`src/rtl/nanov_store_uart_tx_if.sv`:
```
// rtl/nanov_store_uart_tx_if.sv - store port bundle from the core into the UART sink
interface nanov_store_uart_tx_if;
   logic [31:0] data_in;
   logic        store_in;

   modport master (output data_in, output store_in);
   modport slave  (input  data_in, input  store_in);
endinterface

```
`src/rtl/nanov_store_uart_tx.sv`:
```
// rtl/nanov_store_uart_tx.sv - store-word FIFO serialised as UART bytes, low byte first
// Define NANOV_STORE_UART_PARITY_EN for 8E1 framing (even parity bit ahead of the stop bit).
module nanov_store_uart_tx #(
   parameter int DEPTH      = 4,
   parameter int CLK_DIV    = 104,
   parameter int SEND_BYTES = 4
) (
   input  logic                   clk,
   input  logic                   rst,
   nanov_store_uart_tx_if.slave   st,
   output logic                   uart_tx,
   output logic                   busy,
   output logic [$clog2(DEPTH):0] fifo_count,
   output logic                   fifo_full,
   output logic                   overflow
);
   localparam int AW = $clog2(DEPTH);
   localparam int BW = $clog2(CLK_DIV);

   localparam logic [BW-1:0] BAUD_LAST  = BW'(CLK_DIV - 1);
   localparam logic [BW-1:0] BAUD_ONE   = BW'(1);
   localparam logic [AW-1:0] PTR_ONE    = AW'(1);
   localparam logic [AW:0]   CNT_ONE    = (AW+1)'(1);
   localparam logic [AW:0]   FULL_COUNT = (AW+1)'(DEPTH);
   localparam logic [1:0]    LAST_BYTE  = 2'(SEND_BYTES - 1);

`ifdef NANOV_STORE_UART_PARITY_EN
   typedef enum logic [2:0] {S_IDLE, S_START, S_DATA, S_STOP, S_PARITY} state_t;
`else
   typedef enum logic [2:0] {S_IDLE, S_START, S_DATA, S_STOP} state_t;
`endif

   state_t        state;
   logic [31:0]   mem [DEPTH];
   logic [AW-1:0] wr_ptr;
   logic [AW-1:0] rd_ptr;
   logic [31:0]   shreg;
   logic [7:0]    cur_byte;
   logic [BW-1:0] baud;
   logic [2:0]    bit_idx;
   logic [1:0]    byte_idx;
   logic          baud_done;
   logic          word_done;
   logic          pop;
   logic          push;

   assign cur_byte  = shreg[7:0];
   assign fifo_full = (fifo_count == FULL_COUNT);
   assign busy      = (state != S_IDLE) || (fifo_count != '0);

   // A full FIFO still accepts a store on the edge that frees the head slot.
   always_comb begin
      baud_done = (baud == '0);
      word_done = (state == S_STOP) && baud_done && (byte_idx == LAST_BYTE);
      pop       = (fifo_count != '0) && ((state == S_IDLE) || word_done);
      push      = st.store_in && (!fifo_full || pop);
   end

   always_ff @(posedge clk) begin
      if (push) begin
         mem[wr_ptr] <= st.data_in;
      end
   end

   always_ff @(posedge clk or posedge rst) begin
      if (rst) begin
         wr_ptr     <= '0;
         rd_ptr     <= '0;
         fifo_count <= '0;
         overflow   <= 1'b0;
      end else begin
         if (push) begin
            wr_ptr <= wr_ptr + PTR_ONE;
         end
         if (pop) begin
            rd_ptr <= rd_ptr + PTR_ONE;
         end
         if (push && !pop) begin
            fifo_count <= fifo_count + CNT_ONE;
         end else if (pop && !push) begin
            fifo_count <= fifo_count - CNT_ONE;
         end
         if (st.store_in && !push) begin
            overflow <= 1'b1;
         end
      end
   end

   always_ff @(posedge clk or posedge rst) begin
      if (rst) begin
         state    <= S_IDLE;
         uart_tx  <= 1'b1;
         shreg    <= '0;
         baud     <= '0;
         bit_idx  <= '0;
         byte_idx <= '0;
      end else begin
         case (state)
            S_IDLE: begin
               uart_tx <= 1'b1;
               if (pop) begin
                  shreg    <= mem[rd_ptr];
                  byte_idx <= '0;
                  baud     <= BAUD_LAST;
                  uart_tx  <= 1'b0;
                  state    <= S_START;
               end
            end
            S_START: begin
               if (baud_done) begin
                  baud    <= BAUD_LAST;
                  bit_idx <= '0;
                  uart_tx <= cur_byte[0];
                  state   <= S_DATA;
               end else begin
                  baud <= baud - BAUD_ONE;
               end
            end
            S_DATA: begin
               if (baud_done) begin
                  baud <= BAUD_LAST;
                  if (bit_idx == 3'd7) begin
`ifdef NANOV_STORE_UART_PARITY_EN
                     uart_tx <= ^cur_byte;
                     state   <= S_PARITY;
`else
                     uart_tx <= 1'b1;
                     state   <= S_STOP;
`endif
                  end else begin
                     bit_idx <= bit_idx + 3'd1;
                     uart_tx <= cur_byte[bit_idx + 3'd1];
                  end
               end else begin
                  baud <= baud - BAUD_ONE;
               end
            end
`ifdef NANOV_STORE_UART_PARITY_EN
            S_PARITY: begin
               if (baud_done) begin
                  baud    <= BAUD_LAST;
                  uart_tx <= 1'b1;
                  state   <= S_STOP;
               end else begin
                  baud <= baud - BAUD_ONE;
               end
            end
`endif
            S_STOP: begin
               if (baud_done) begin
                  // Next byte of the same word, else the next queued word, with no idle gap.
                  if (byte_idx != LAST_BYTE) begin
                     shreg    <= shreg >> 8;
                     byte_idx <= byte_idx + 2'd1;
                     baud     <= BAUD_LAST;
                     uart_tx  <= 1'b0;
                     state    <= S_START;
                  end else if (pop) begin
                     shreg    <= mem[rd_ptr];
                     byte_idx <= '0;
                     baud     <= BAUD_LAST;
                     uart_tx  <= 1'b0;
                     state    <= S_START;
                  end else begin
                     uart_tx <= 1'b1;
                     state   <= S_IDLE;
                  end
               end else begin
                  baud <= baud - BAUD_ONE;
               end
            end
            default: begin
               uart_tx <= 1'b1;
               state   <= S_IDLE;
            end
         endcase
      end
   end
endmodule

```
`src/flat_wrapper.sv`:
```
// flat-port wrapper written by rule: the top's interface ports become plain ports
module nanov_store_uart_tx_flat 
#(
   parameter int DEPTH      = 4,
   parameter int CLK_DIV    = 104,
   parameter int SEND_BYTES = 4
)
  (clk, rst, uart_tx, busy, fifo_count, fifo_full, overflow, st_data_in, st_store_in);
  nanov_store_uart_tx_if st_i ();
  input  logic clk;
  input  logic rst;
  output logic uart_tx;
  output logic busy;
  output logic [$clog2(DEPTH):0] fifo_count;
  output logic fifo_full;
  output logic overflow;
  input wire logic [$bits(st_i.data_in)-1:0] st_data_in;
  input wire logic [$bits(st_i.store_in)-1:0] st_store_in;
  assign st_i.data_in = st_data_in;
  assign st_i.store_in = st_store_in;
  nanov_store_uart_tx #(.DEPTH(DEPTH), .CLK_DIV(CLK_DIV), .SEND_BYTES(SEND_BYTES)) u_core (.clk(clk), .rst(rst), .st(st_i), .uart_tx(uart_tx), .busy(busy), .fifo_count(fifo_count), .fifo_full(fifo_full), .overflow(overflow));
endmodule
```
`config.mk`:
```
export PLATFORM = sky130hd
export DESIGN_NAME = nanov_store_uart_tx_flat
export DESIGN_NICKNAME = d
export VERILOG_FILES = /design/src/rtl/nanov_store_uart_tx_if.sv /design/src/rtl/nanov_store_uart_tx.sv /design/src/flat_wrapper.sv
export SDC_FILE = /design/constraint.sdc
export NUM_CORES = 1
export LEC_CHECK = 0
export BUFFER_PORTS_ARGS = -buffer_cell sky130_fd_sc_hd__buf_2
export CAP_MARGIN = 20
export CORE_MARGIN = 2
export CORE_UTILIZATION = 60
export CTS_CLUSTER_SIZE = 20
export DETAILED_ROUTE_END_ITERATION = 16
export GPL_ROUTABILITY_DRIVEN = 0
export PLACE_DENSITY = 0.79
export REMOVE_ABC_BUFFERS = 1
export SETUP_SLACK_MARGIN = 0.02
export SYNTH_ARGS = -nofsm -noshare
export SYNTH_HDL_FRONTEND = slang
export SYNTH_SLANG_ARGS = --single-unit
```
`constraint.sdc`:
```
create_clock -name clk -period 4.03 [get_ports clk]
set_input_delay 0.403 -clock clk [delete_from_list [all_inputs] [get_ports clk]]
set_output_delay 0.403 -clock clk [all_outputs]
set_load 0.1 [all_outputs]
```
==> metrics <==
status finished, final reports clean; Leak 3.04 nW; Simple-Gate Fraction of Synth Area 6.66%; post-synthesis register bit count 183; Final period util 77.3%; CP arrival 3.47 ns; DR iter-0 viols 402; sw frac 35.3%; via/cell ratio 5.89; top sig layer met4; Critical Path RT 4.39 ns; Power, Total 6.76 mW; Avg WL per Cell 19.0 um; number of synthesized flops with an enable pin 128; Placement Cell Area 0.00786 mm^2; clock skew 0.0191 ns; final setup fails 0; max incr delay on CP 0.59 ns; CTS Hold Buffers Added 0; Worst-Margin Slew 1.07 ns; clock slew at reported path FFs 0.07 ns; combinational power share 33.9%; fmax 321 MHz; final instance area 0.00839 mm^2; xor and xnor fraction of the mapped netlist area 0.936%; final cell count without fillers 689; Fin Setup TNS 0 ns; area grow syn2layout 12.1%; Routed Antenna Nets 0; Peak supply drop 0.472 mV; fin. max-slew vios 0; M1 WL 5450 um; clock share of power 21.9%; pwr/cell area 805 mW/mm^2; FP Rows 40; Buf+Inv Stages, Crit Path 1; vias in the first global route 4,164; largest net degree at the start of global routing 34; Core Area 0.0121 mm^2; count of final hold-check violations 0; gr usage total 21.7%; grt ovf 0; crit end category register; Top cell by count, worst path xor2_1; area share of fa/ha/maj cells after synthesis 2.94%; Worst path slowest cell or4_4; Inst Count DP 657; synth warn 0; RSZ-0062 raised after global routing no; max-cap viol count 0; CTS sink cnt 183; IO Pins 42; post-synthesis cell count 459; Initial Utilization 61.8%; hpwl dp 7900 um; drt total wl 13,100 um; Die Ht 116 um; ys flop type edfxtp_1; via count of the routed design 4,059; CTS H-tree depth 4; clock root buffer clkbuf_16; Die Span X 116 um; Int Power 4.37 mW; multiplexer share of the synthesized area 11.0%; Num CTS Buffers 17; CP Max Fanout 7; Startpoint Class register; Seq/Total Area, Yosys 69.8%; syn_area_per_cell 16.3 um^2; first-pass GRT wire length 21,200 um; P_sw 2.38 mW; worst min path class in -> async; Post-CTS Setup Inserts 0; CTS tree built; clk buf depth 2; layout cells sized above 1 24.6%; n_diodes 0; Synth Area in Compound Gates 6.82%; Detailed Routing Iterations Pass 1 5; Layout Nets 560; DRC violations left 0; largest family of logic cells by synthesized area multiplexers; Critical Path, Cell by Cell or4_4, nor3_4, nor3b_1, nor2b_1, ha_1, inv_1, fa_1, xor2_1, nor2_1, xor2_1; Reg power frac 44.2%; Port Buffers 41; initial antenna violation count 0; met3 wire len 633 um; post-cts sizing count 0; Crit Path Class reg -> reg; fin util 69.3%; Synth async-reset ratio 30.1%; die area 0.0134 mm^2; Netlist Area Pre-Place 0.00748 mm^2; slew margin rel. 28.7%; met2 WL 6910 um; family with the most delay on the worst path simple AND/OR/NAND/NOR gates; Final Critical Period 3.12 ns; Worst-Skew Late Latency 0.43 ns; unique cell type count in the Yosys netlist 55
==> layer usage <==
metal,global-route usage (%),up-vias
li1,-,1885
met1,29.0,2076
met2,35.7,92
met3,5.65,6
met4,7.14,0
met5,0,-
==> worst paths after layout <==
path / from / to / slack [ns] / depth (start not counted)
worst max-delay path: u_core.baud[2] / u_core.fifo_count[2] / 0.91 / 10
worst min-delay path: rst / u_core.state[1] / 0.04 / 2
worst max register to register: u_core.baud[2] / u_core.fifo_count[2] / 0.91 / 10
worst min register to register: u_core.overflow / u_core.overflow / 0.46 / 1
max in group asynchronous: rst / u_core.uart_tx / 3.16 / 3
min in group clk: st_data_in[31] / u_core.mem[0][31] / 0.18 / 1
==> per-stage QoR <==
stage	hold WS (ns)	setup slack, ns
floorplan	0.454	-0.836
global placement	0.452	1.04
detailed placement	0.451	0.948
CTS	0.0426	0.918
global route	0.0891	0.712
finish	0.0391	0.915
==> cell families after synthesis <==
logic type                 count (synthesis)
AOI/OAI and AO/OA                         76
xor gates and xnor gates                   8
adders and majority gates                 17
buffers and inverters                     30
DFF                                      183
muxes                                     39
and+or+nand+nor                          106
==> layout make-up <==
| cell class | count | area (um^2) |
|---|---|---|
| Clock buffer | 20 | 437 |
| Timing Repair Buffer | 48 | 258 |
| Inverter | 12 | 45.0 |
| Sequential cell | 183 | 5220 |
| Tap cell | 168 | 210 |
| Clock inverter | 12 | 93.8 |
| Multi-Input combinational cell | 246 | 2120 |
| Fill cell | 808 | 3720 |
==> cells in the mapped netlist, types with 2 or more instances <==
master     count  area share [%]
o21ai_0       10            0.67
ha_1          16             2.7
buf_2          5            0.33
mux4_2        34              10
nand3_1        2            0.13
clkbuf_1       7            0.35
nand2b_1       4            0.33
and2_1         4            0.33
a21oi_1       11            0.74
buf_1          2            0.10
a22o_1         8            0.94
edfxtp_1     128              51
inv_1         11            0.55
a31oi_1        2            0.17
o22ai_1       27             2.3
mux2_2         3            0.45
xor2_1         3            0.35
nor3_1         4            0.27
xnor2_1        5            0.59
nand2_1       12            0.60
dfrtp_1       54              18
a221oi_1       2            0.23
nor3b_1        2            0.20
nor2_1        63             3.2
a2111oi_0      2            0.23
buf_4          3            0.30
a22oi_1        3            0.30
nor4_1         2            0.17
nor2b_1        4            0.33
==> flip-flops by register name, indices dropped and copies added, names as in the netlist <==
name and flops:
u_core.fifo_count 3, u_core.bit_idx 3, u_core.state 2, u_core.wr_ptr 2
u_core.byte_idx 2, u_core.overflow 1, u_core.rd_ptr 2, u_core.uart_tx 1
u_core.mem 128, u_core.baud 7, u_core.shreg 32
==> cell usage in the layout, fill, tap and decap left out, drive strengths merged, types with 2 or more instances in the layout <==
master | Yosys | final
edfxtp | 128 | 128
nor2 | 65 | 65
dfrtp | 54 | 54
buf | 11 | 48
mux4 | 34 | 34
o22ai | 28 | 28
clkbuf | 7 | 20
inv | 12 | 17
ha | 16 | 16
nand2 | 12 | 12
a21oi | 11 | 11
o21ai | 11 | 11
a22o | 8 | 8
xnor2 | 5 | 5
nor3 | 5 | 5
nand2b | 4 | 4
nor2b | 4 | 4
and2 | 4 | 4
mux2 | 4 | 4
clkinv | 0 | 4
a22oi | 3 | 3
xor2 | 3 | 3
clkinvlp | 0 | 3
nor3b | 2 | 2
nor4 | 2 | 2
a2111oi | 2 | 2
nand3 | 2 | 2
a221oi | 2 | 2
a31oi | 2 | 2
==> power groups by stage <==
stage	clock network, mW	registers [mW]	logic [mW]
final	1.48	2.99	2.29
after global routing	1.58	3.06	2.50
after CTS	1.52	3.00	2.31
after detailed placement	0	3.03	2.28
after global placement	0	2.99	2.22
after floorplan	0	3.11	1.60
(Power assumes the default switching activity.)
